**src/rtl/img_processing_pkg.sv**
```systemverilog
// Shared image-pipeline constants and types.
// The frame arbiter's state type and source limit live here as well.
package img_processing_pkg;

  localparam int IMG_W            = 8;
  localparam int IMG_H            = 4;
  localparam int AXIS_TDATA_WIDTH = 8;
  localparam int AXIS_TUSER_WIDTH = 1;

  localparam int ARB_MAX_SRC = 8;

  typedef enum logic [0:0] {
    ARB_IDLE,
    ARB_STREAM
  } arb_state_t;

  // Index of the set bit of a one-hot vector; 0 when the vector is empty.
  function automatic int unsigned onehot_to_idx(input logic [ARB_MAX_SRC-1:0] oh);
    int unsigned idx;
    idx = 0;
    for (int unsigned i = 0; i < ARB_MAX_SRC; i++) begin
      if (oh[i]) idx = i;
    end
    return idx;
  endfunction

endpackage

```
**src/rtl/rr_arbiter.sv**
```systemverilog
// Combinational round-robin pick: first requester at or after i_rr_ptr, wrapping.
// Produces a one-hot grant, or all zeros when nobody requests.
module rr_arbiter #(
  parameter int unsigned NUM_REQ = 2,
  parameter int unsigned PTR_W   = $clog2(NUM_REQ)
) (
  input  logic [NUM_REQ-1:0] i_req,
  input  logic [PTR_W-1:0]   i_rr_ptr,
  output logic [NUM_REQ-1:0] o_grant
);

  logic        w_found;
  int unsigned w_pos;

  always_comb begin
    o_grant = '0;
    w_found = 1'b0;
    w_pos   = 0;
    for (int unsigned off = 0; off < NUM_REQ; off++) begin
      w_pos = (32'(i_rr_ptr) + off) % NUM_REQ;
      for (int unsigned j = 0; j < NUM_REQ; j++) begin
        if (!w_found && (j == w_pos) && i_req[j]) begin
          o_grant[j] = 1'b1;
          w_found    = 1'b1;
        end
      end
    end
  end

endmodule

```
**src/rtl/img_frame_arbiter.sv**
```systemverilog
// Frame-locked round-robin arbiter in front of the box-filter processor.
// Owner is held from SOF to the last line's tlast; stale non-owner beats are drained.
module img_frame_arbiter
  import img_processing_pkg::*;
#(
  parameter int unsigned NUM_SRC     = 2,
  parameter int unsigned TDATA_WIDTH = AXIS_TDATA_WIDTH,
  parameter int unsigned TUSER_WIDTH = AXIS_TUSER_WIDTH,
  parameter int unsigned FRAME_LINES = IMG_H
) (
  input  logic                           clk,
  input  logic                           reset_n,
  input  logic                           enable,
  input  logic [NUM_SRC*TDATA_WIDTH-1:0] s_tdata,
  input  logic [NUM_SRC-1:0]             s_tvalid,
  output logic [NUM_SRC-1:0]             s_tready,
  input  logic [NUM_SRC-1:0]             s_tlast,
  input  logic [NUM_SRC*TUSER_WIDTH-1:0] s_tuser,
  output logic [TDATA_WIDTH-1:0]         m_tdata,
  output logic                           m_tvalid,
  input  logic                           m_tready,
  output logic                           m_tlast,
  output logic [TUSER_WIDTH-1:0]         m_tuser,
  output logic [NUM_SRC-1:0]             grant,
  output logic                           busy,
  output logic                           frame_done,
  output logic                           sof_err,
  output logic [15:0]                    drop_cnt
);

  localparam int unsigned IDX_W  = $clog2(NUM_SRC);
  localparam int unsigned LINE_W = $clog2(FRAME_LINES + 1);
  localparam int unsigned DROP_W = $clog2(ARB_MAX_SRC + 1);
  localparam logic [LINE_W-1:0] LAST_LINE = LINE_W'(FRAME_LINES - 1);

  arb_state_t          r_state, w_next_state;
  logic [NUM_SRC-1:0]  r_grant;
  logic [IDX_W-1:0]    r_owner;
  logic [IDX_W-1:0]    r_rr_ptr;
  logic [LINE_W-1:0]   r_line_cnt;
  logic                r_beat_seen;
  logic                r_frame_done;
  logic                r_sof_err;
  logic [15:0]         r_drop_cnt;

  logic [NUM_SRC-1:0]  w_sof, w_req, w_drop, w_arb_grant;
  logic                w_hs, w_sof_mid, w_frame_end;
  logic [LINE_W-1:0]   w_line_base;
  logic [DROP_W-1:0]   w_drop_num;
  logic [16:0]         w_drop_sum;

  always_comb begin
    for (int unsigned k = 0; k < NUM_SRC; k++) begin
      w_sof[k] = s_tuser[k*TUSER_WIDTH];
    end
  end

  assign w_req  = s_tvalid & w_sof;
  // Anything headless (no SOF) on a non-owner is stale and gets drained.
  assign w_drop = s_tvalid & ~w_sof & ~r_grant;

  rr_arbiter #(
    .NUM_REQ (NUM_SRC),
    .PTR_W   (IDX_W)
  ) u_rr_arbiter (
    .i_req    (w_req),
    .i_rr_ptr (r_rr_ptr),
    .o_grant  (w_arb_grant)
  );

  assign w_hs        = m_tvalid & m_tready;
  assign w_sof_mid   = w_hs & m_tuser[0] & (r_beat_seen | (r_line_cnt != '0));
  // A mid-frame SOF restarts the count with this beat as line 0.
  assign w_line_base = w_sof_mid ? '0 : r_line_cnt;
  assign w_frame_end = w_hs & m_tlast & (w_line_base == LAST_LINE);

  always_ff @(posedge clk) begin
    if (!reset_n) r_state <= ARB_IDLE;
    else          r_state <= w_next_state;
  end

  always_comb begin
    w_next_state = r_state;
    case (r_state)
      ARB_IDLE:   if (enable && (|w_req)) w_next_state = ARB_STREAM;
      ARB_STREAM: if (w_frame_end)        w_next_state = ARB_IDLE;
      default:                            w_next_state = ARB_IDLE;
    endcase
  end

  always_comb begin
    m_tdata  = '0;
    m_tvalid = 1'b0;
    m_tlast  = 1'b0;
    m_tuser  = '0;
    s_tready = '0;
    busy     = (r_state == ARB_STREAM);
    for (int unsigned k = 0; k < NUM_SRC; k++) begin
      if (r_grant[k]) begin
        m_tdata     = s_tdata[k*TDATA_WIDTH +: TDATA_WIDTH];
        m_tvalid    = s_tvalid[k];
        m_tlast     = s_tlast[k];
        m_tuser     = s_tuser[k*TUSER_WIDTH +: TUSER_WIDTH];
        s_tready[k] = m_tready;
      end else if (w_drop[k]) begin
        s_tready[k] = 1'b1;
      end
    end
  end

  always_comb begin
    w_drop_num = '0;
    for (int unsigned k = 0; k < NUM_SRC; k++) begin
      w_drop_num = w_drop_num + DROP_W'(w_drop[k]);
    end
    w_drop_sum = {1'b0, r_drop_cnt} + 17'(w_drop_num);
  end

  always_ff @(posedge clk) begin
    if (!reset_n) begin
      r_grant      <= '0;
      r_owner      <= '0;
      r_rr_ptr     <= '0;
      r_line_cnt   <= '0;
      r_beat_seen  <= 1'b0;
      r_frame_done <= 1'b0;
      r_sof_err    <= 1'b0;
      r_drop_cnt   <= '0;
    end else begin
      r_frame_done <= w_frame_end;
      r_sof_err    <= w_sof_mid;
      r_drop_cnt   <= w_drop_sum[16] ? 16'hFFFF : w_drop_sum[15:0];
      if (r_state == ARB_IDLE) begin
        r_line_cnt  <= '0;
        r_beat_seen <= 1'b0;
        if (w_next_state == ARB_STREAM) begin
          r_grant <= w_arb_grant;
          r_owner <= IDX_W'(onehot_to_idx(ARB_MAX_SRC'(w_arb_grant)));
        end
      end else if (w_frame_end) begin
        r_grant    <= '0;
        r_line_cnt <= '0;
        r_rr_ptr   <= (r_owner == IDX_W'(NUM_SRC - 1)) ? '0 : r_owner + 1'b1;
      end else if (w_hs) begin
        r_beat_seen <= 1'b1;
        r_line_cnt  <= m_tlast ? w_line_base + 1'b1 : w_line_base;
      end
    end
  end

  assign grant      = r_grant;
  assign frame_done = r_frame_done;
  assign sof_err    = r_sof_err;
  assign drop_cnt   = r_drop_cnt;

endmodule

```
**config.mk**
```make
export PLATFORM = sky130hd
export DESIGN_NAME = img_frame_arbiter
export DESIGN_NICKNAME = d
export VERILOG_FILES = /design/src/rtl/img_processing_pkg.sv /design/src/rtl/rr_arbiter.sv /design/src/rtl/img_frame_arbiter.sv
export SDC_FILE = /design/constraint.sdc
export NUM_CORES = 1
export LEC_CHECK = 0
export BUFFER_PORTS_ARGS = -buffer_cell sky130_fd_sc_hd__buf_2
export CORE_ASPECT_RATIO = 1.5
export CORE_MARGIN = 3
export CORE_UTILIZATION = 48
export CTS_CLUSTER_SIZE = 16
export DETAILED_ROUTE_END_ITERATION = 16
export GPL_TIMING_DRIVEN = 0
export PLACE_DENSITY = 0.87
export SLEW_MARGIN = 25
export SYNTH_ARGS = -nofsm -noshare
export SYNTH_HDL_FRONTEND = slang
export SYNTH_SLANG_ARGS = --single-unit
```
**constraint.sdc**
```tcl
create_clock -name clk -period 2.62 [get_ports clk]
set_input_delay 0.786 -clock clk [delete_from_list [all_inputs] [get_ports clk]]
set_output_delay 0.786 -clock clk [all_outputs]
set_load 0.01 [all_outputs]
```
# Word-level counts from Yosys, hierarchy flattened
# Index checks and enable logic that the tools add are counted.
word_totals:
  inputBits: 26
  register_bits: 27
  latchBits: 0
  word_cells: 81
  n_memories: 0
  mem_bits_rw: 0
  rom_bits: 0
  out_inout_bits: 34
op_classes:
  n_reduce_logical: 22
  n_div: 0
  bitwise_logic: 14
  add_sub_neg: 5
  shift: 0
  eq_ne: 2
  order_cmp: 0
  muxes: 29
  multipliers: 0
op_table:
  columns: ["operator", "count"]
  rows:
  - ["32-bit logical NOT", 2]
  - ["1-bit 2-to-1 mux", 20]
  - ["16-bit by 2-bit adder with 17-bit output", 1]
  - ["16-bit 2-to-1 mux", 1]
  - ["8-bit 2-to-1 mux", 2]
  - ["2-bit AND reduction", 5]
  - ["1-bit logical AND", 8]
  - ["2-bit bitwise AND", 3]
  - ["2-bit 2-to-1 mux", 3]
  - ["3-bit 2-to-1 mux", 2]
  - ["1-bit bitwise AND", 5]
  - ["2-bit inverter", 2]
  - ["3-bit by 1-bit adder with 3-bit output (second input constant)", 1]
  - ["3-bit by 2-bit equality test with 1-bit output (second input constant)", 1]
  - ["1-bit logical NOT", 3]
  - ["1-bit inverter", 3]
  - ["3-bit nonzero test", 1]
  - ["3-bit OR reduction", 1]
  - ["1-bit adder (second input constant)", 2]
  - ["1-bit by 1-bit adder with 2-bit output", 1]
  - ["2-bit by 1-bit != test with 1-bit output (second input constant)", 1]
  - ["1-bit one-hot mux with 2 select lines", 1]
  - ["2-bit nonzero test", 1]
  - ["2-bit OR reduction", 1]
  - ["1-bit OR", 1]

# Longest topological paths before layout
depth:
  depth_word: 17
  mapped_depth: 11
  ltp_nobuf: 9

# Hierarchy
# From an unflattened synthesis, not the netlist that was laid out.
unflattened:
  hier_cells: 173
  hier_area_um2: 1471.4
by_module_without_submodules:
  columns: ["mod", "cells_per_inst", "instances", "area_each_um2"]
  rows:
  - ["img_frame_arbiter", 170, 1, 1452.6]
  - ["rr_arbiter", 3, 1, 18.8]

# Worst setup path after synthesis
# Ideal clock, no wire load.
synth_path:
  kind: "in2reg"
  startpoint: "input port s_tuser[0]"
  endpoint: "register r_drop_cnt[14], in the netlist drop_cnt[14]"
  t_arrival_ns: 2.338
  n_path_buf: 0
  setup_time_ns: 0.116
  required_time_ns: 2.504
  setup_slack_ns: 0.165
  cell_stages: 7
  path_cell_list: "nor3b_1 -> fa_1 -> ha_1 -> nand4_2 -> nor4_1 -> nand3b_1 -> o211a_1"
synth_between:
  elab_chain_cells: 6
synth_rtl:
  columns: ["item", "line", "text"]
  rows:
  - ["start, declared", "img_frame_arbiter.sv:18", "input logic [NUM_SRC*TUSER_WIDTH-1:0] s_tuser,"]
  - ["2-bit inverter", "img_frame_arbiter.sv:60", "assign w_drop = s_tvalid & ~w_sof & ~r_grant;"]
  - ["2-bit bitwise AND (2 in series)", "img_frame_arbiter.sv:60", null]
  - ["1-bit by 1-bit adder with 2-bit output", "img_frame_arbiter.sv:114", "w_drop_num = w_drop_num + DROP_W'(w_drop[k]);"]
  - ["16-bit by 2-bit adder with 17-bit output", "img_frame_arbiter.sv:116", "w_drop_sum = {1'b0, r_drop_cnt} + 17'(w_drop_num);"]
  - ["16-bit 2-to-1 mux", "img_frame_arbiter.sv:132", "r_drop_cnt <= w_drop_sum[16] ? 16'hFFFF : w_drop_sum[15:0];"]
  - ["end signal, assigned", "img_frame_arbiter.sv:132", null]
  - ["end, declared", "img_frame_arbiter.sv:44", "logic [15:0] r_drop_cnt;"]
# No other way between the ends.
# A chain may end at the register's enable or synchronous reset.

# Worst setup path after layout
layout_path:
  startpoint: "input port s_tvalid[0]"
  endpoint: "register r_drop_cnt[8], in the netlist drop_cnt[8]"
layout_between:
  elab_chain_cells: 5
layout_rtl:
  columns: ["item", "line", "text"]
  rows:
  - ["start, declared", "img_frame_arbiter.sv:15", "input logic [NUM_SRC-1:0] s_tvalid,"]
  - ["2-bit bitwise AND (2 in series)", "img_frame_arbiter.sv:60", null]
  - ["1-bit by 1-bit adder with 2-bit output", "img_frame_arbiter.sv:114", null]
  - ["16-bit by 2-bit adder with 17-bit output", "img_frame_arbiter.sv:116", null]
  - ["16-bit 2-to-1 mux", "img_frame_arbiter.sv:132", null]
# No other way between the ends.

==> results by group <==
Worst setup path
  • Peak fanout along the critical path: 8
  • Start point of the critical path: s_tvalid[0]
  • Critical path start-end classification: primary input to flip-flop
  • Setup slack on the worst flop-to-flop path: 0.45 ns
  • Kind of capture point of the worst setup path: flip-flop
  • Worst flop-to-flop path endpoint: drop_cnt[8]
  • Destination of the critical timing path: drop_cnt[8]
  • Arrival time at the worst endpoint: 2.60 ns
  • Worst EP required: 2.82 ns
  • Delay of the slowest cell on the worst path: 0.32 ns
  • Count of cells along the worst register-to-register path: 7
  • Critical path's slowest cell: fa_1
  • Kind of start point of the critical path: primary input
  • Launching point of the worst reg2reg path: grant[0]
  • Cells along the critical path: buf_2 > nor3b_2 > fa_1 > ha_1 > nand4_4 > nor3_4 > nand2_1 > a21oi_1

STA
  • Normalized max-slew margin: 0.653
  • Final hold violation count: 0
  • Unrepaired setup endpoints after global routing: false
  • Setup skew after layout: 0.00296 ns
  • Final critical-path required period: 2.40 ns
  • Final count of negative-setup-slack endpoints: 0
  • Final worst path period share: 0.916
  • Max frequency: 417 MHz
  • Slew of the pin with the lowest slew margin: 0.521 ns
  • Max Slew Vio Count: 0

Detailed routing
  • Number of nets with antenna violations after detailed routing: 0
  • Remaining routing DRC violations: 0
  • Routed via count: 1,568
  • Starting DRT DRC Count: 27
  • Routed wire length: 3.94 mm
  • Drt first pass iters: 4
  • WL per Instance: 14.5 um
  • Post-DR vias/cell: 5.76

Logic synthesis
  • Area of the mapped netlist: 1540 sq um
  • Synth warn: 0
  • Fraction of registers with async set or reset after synthesis: 0
  • Flops & latches, synth: 27
  • Mapped Avg Cell Area: 8.98 sq um
  • Flip-flop cell with the highest count after synthesis: dfxtp_1
  • Synth Instances: 171
  • Number of synthesized flops with an enable pin: 0
  • Syn Nets: 201
  • Library cells used by synthesis: 50
  • Portion of the post-synthesis area used by sequential elements: 0.352

Die
  • Die Area: 3930 sq um
  • Starting density of the core: 0.516
  • Die Span Y: 75.3 um
  • CORE AREA: 2970 sq um
  • Top-Level Pins: 60
  • Die extent in x: 52.2 um
  • Site Rows: 24

Place
  • Count of buffers from port buffering: 58
  • Final weighted congestion in routability-driven placement: 0.822
  • Placed instance area: 1870 sq um
  • DP HPWL: 2.93 mm
  • Instance count after placement with tap cells included: 268

CTS
  • Number of H-tree levels: 1
  • Max Buffers Root-to-Sink: 2
  • Setup bufs post-CTS: 0
  • Total CTS buffers: 3
  • Clock-pin slew on the worst setup and hold paths: 0.09 ns
  • Root buf cell: clkbuf_8
  • Clock sinks: 27
  • Hold buffer count at cts: 0
  • CTS tree: done
  • Clock latency at the later pin of the worst-skew pair: 0.27 ns
  • # resized after CTS: 2

Outcome
  • Outcome: finished clean

Power
  • Power after layout: 0.000787 W
  • Power per cell area: 401 nW/um^2
  • Leak pwr: 0.976 nW
  • Maximum vdd drop: 0.000263 V

Layout
  • Antenna cells: 0
  • Area growth from synthesis to final layout: 27.9%
  • Number of inserted filler cells in the final layout: 275
  • Leading cell type in the layout, fill and taps excluded: buf_2
  • Cell area after layout: 1960 sq um
  • Number of non-filler instances in the completed layout: 272
  • Commonest cells after routing, fill and taps aside: buf_2, dfxtp_1, nand2_1
  • Share of post-route cells with drive strength above 1: 0.330
  • Net count, final: 264
  • Finished Core Util: 0.660

Global route
  • Number of global-route vias before repair: 1,451
  • Total Routing Usage GR: 0.211
  • Largest net degree at the start of global routing: 17
  • Initial antenna violation count: 0
  • Global-route wire length before repair: 6.43 mm
  • Overflow left after global routing: 0

Worst hold path
  • Hold WC Path Type: flip-flop to flip-flop

Run
  • Max-cap violations: 0
[critical path: cells and delay by family]
| kind | cells | cell delay [ns] |
|---|---|---|
| simple gates | 4 | 0.90 |
| fa+ha+maj | 2 | 0.60 |
| compound gates | 1 | 0.17 |
| buf+inv | 1 | 0.13 |
[cells in the mapped netlist (2+ instances only)]
| library cell | number | area, sq um |
|---|---|---|
| ha_1 | 3 | 37.5 |
| and2_1 | 3 | 18.8 |
| a31oi_1 | 3 | 18.8 |
| nand2_1 | 16 | 60.1 |
| and3_1 | 6 | 37.5 |
| dfxtp_1 | 27 | 541 |
| nand3b_1 | 4 | 30.0 |
| a21o_1 | 3 | 22.5 |
| o211a_1 | 2 | 20.0 |
| o21a_1 | 7 | 52.6 |
| inv_1 | 5 | 18.8 |
| nand3_1 | 6 | 30.0 |
| nor2_1 | 5 | 18.8 |
| nand4_1 | 4 | 25.0 |
| xnor2_1 | 4 | 35.0 |
| a22o_1 | 10 | 87.6 |
| xor2_1 | 4 | 35.0 |
| clkbuf_1 | 5 | 18.8 |
| nor2b_1 | 2 | 12.5 |
| buf_6 | 2 | 22.5 |
| nor3_1 | 6 | 30.0 |
| a21oi_1 | 8 | 40.0 |
| nor4_1 | 5 | 31.3 |
| nor3b_1 | 2 | 15.0 |
| nand2b_1 | 2 | 12.5 |
| o21ai_0 | 3 | 15.0 |
[routing by layer]
metal,part of all wire,global-route usage
met5,0,0
met2,0.55,0.399
met1,0.39,0.232
met3,0.055,0.0297
met4,0.013,0.0881
[metrics by stage]
| step | hold WS, ns | setup TNS (ns) | setup WS [ns] |
|---|---|---|---|
| after detailed placement | 0.457 | -4.09 | -0.355 |
| after CTS | 0.472 | 0 | 0.0162 |
| final | 0.460 | 0 | 0.220 |
| after global placement | 0.437 | -3.45 | -0.297 |
| after global routing | 0.492 | 0 | 0.0204 |
| after floorplan | 0.425 | 0 | 0.165 |
[cell families after synthesis]
| family | synth area share |
|---|---|
| compound gates | 0.240 |
| xor+xnor | 0.0456 |
| fa+ha+maj | 0.0375 |
| buf+inv | 0.0448 |
| flops | 0.352 |
| mux | 0.00652 |
| simple gates | 0.274 |
[cell type report]
| type | instances | area, sq um | share of cell area |
|---|---|---|---|
| Sequential cell | 27 | 541 | 0.275 |
| Inverter | 6 | 22.5 | 0.0115 |
| Timing Repair Buffer | 58 | 290 | 0.148 |
| Buffer | 8 | 46.3 | 0.0236 |
| Tap cell | 39 | 48.8 | 0.0249 |
| Clock inverter | 1 | 7.51 | 0.00382 |
| Multi-Input combinational cell | 130 | 966 | 0.492 |
| Clock buffer | 3 | 41.3 | 0.0210 |
[state kept, by name, indices dropped and copies added, names as in the netlist]
name / flops
grant: 2
r_rr_ptr: 1
frame_done: 1
sof_err: 1
busy: 1
r_line_cnt: 3
drop_cnt: 16
r_owner: 1
r_beat_seen: 1
[power by group]
group / switching, W / internal [W] / total, W
logic: 0.0000657 / 0.0000551 / 0.000121
registers: 0.0000106 / 0.000419 / 0.000429
clock network: 0.000129 / 0.000108 / 0.000237
total: 0.000205 / 0.000581 / 0.000787
[worst min path at each step]
stage	from	end	slack, ns	cells past startpoint
after detailed placement	r_beat_seen	r_beat_seen	0.46	2
after global placement	r_beat_seen	r_beat_seen	0.44	2
after CTS	r_beat_seen	r_beat_seen	0.47	2
after floorplan	r_beat_seen	r_beat_seen	0.43	2
after global routing	r_beat_seen	r_beat_seen	0.49	2
final	r_beat_seen	r_beat_seen	0.46	2
(Power assumes the default switching activity.)
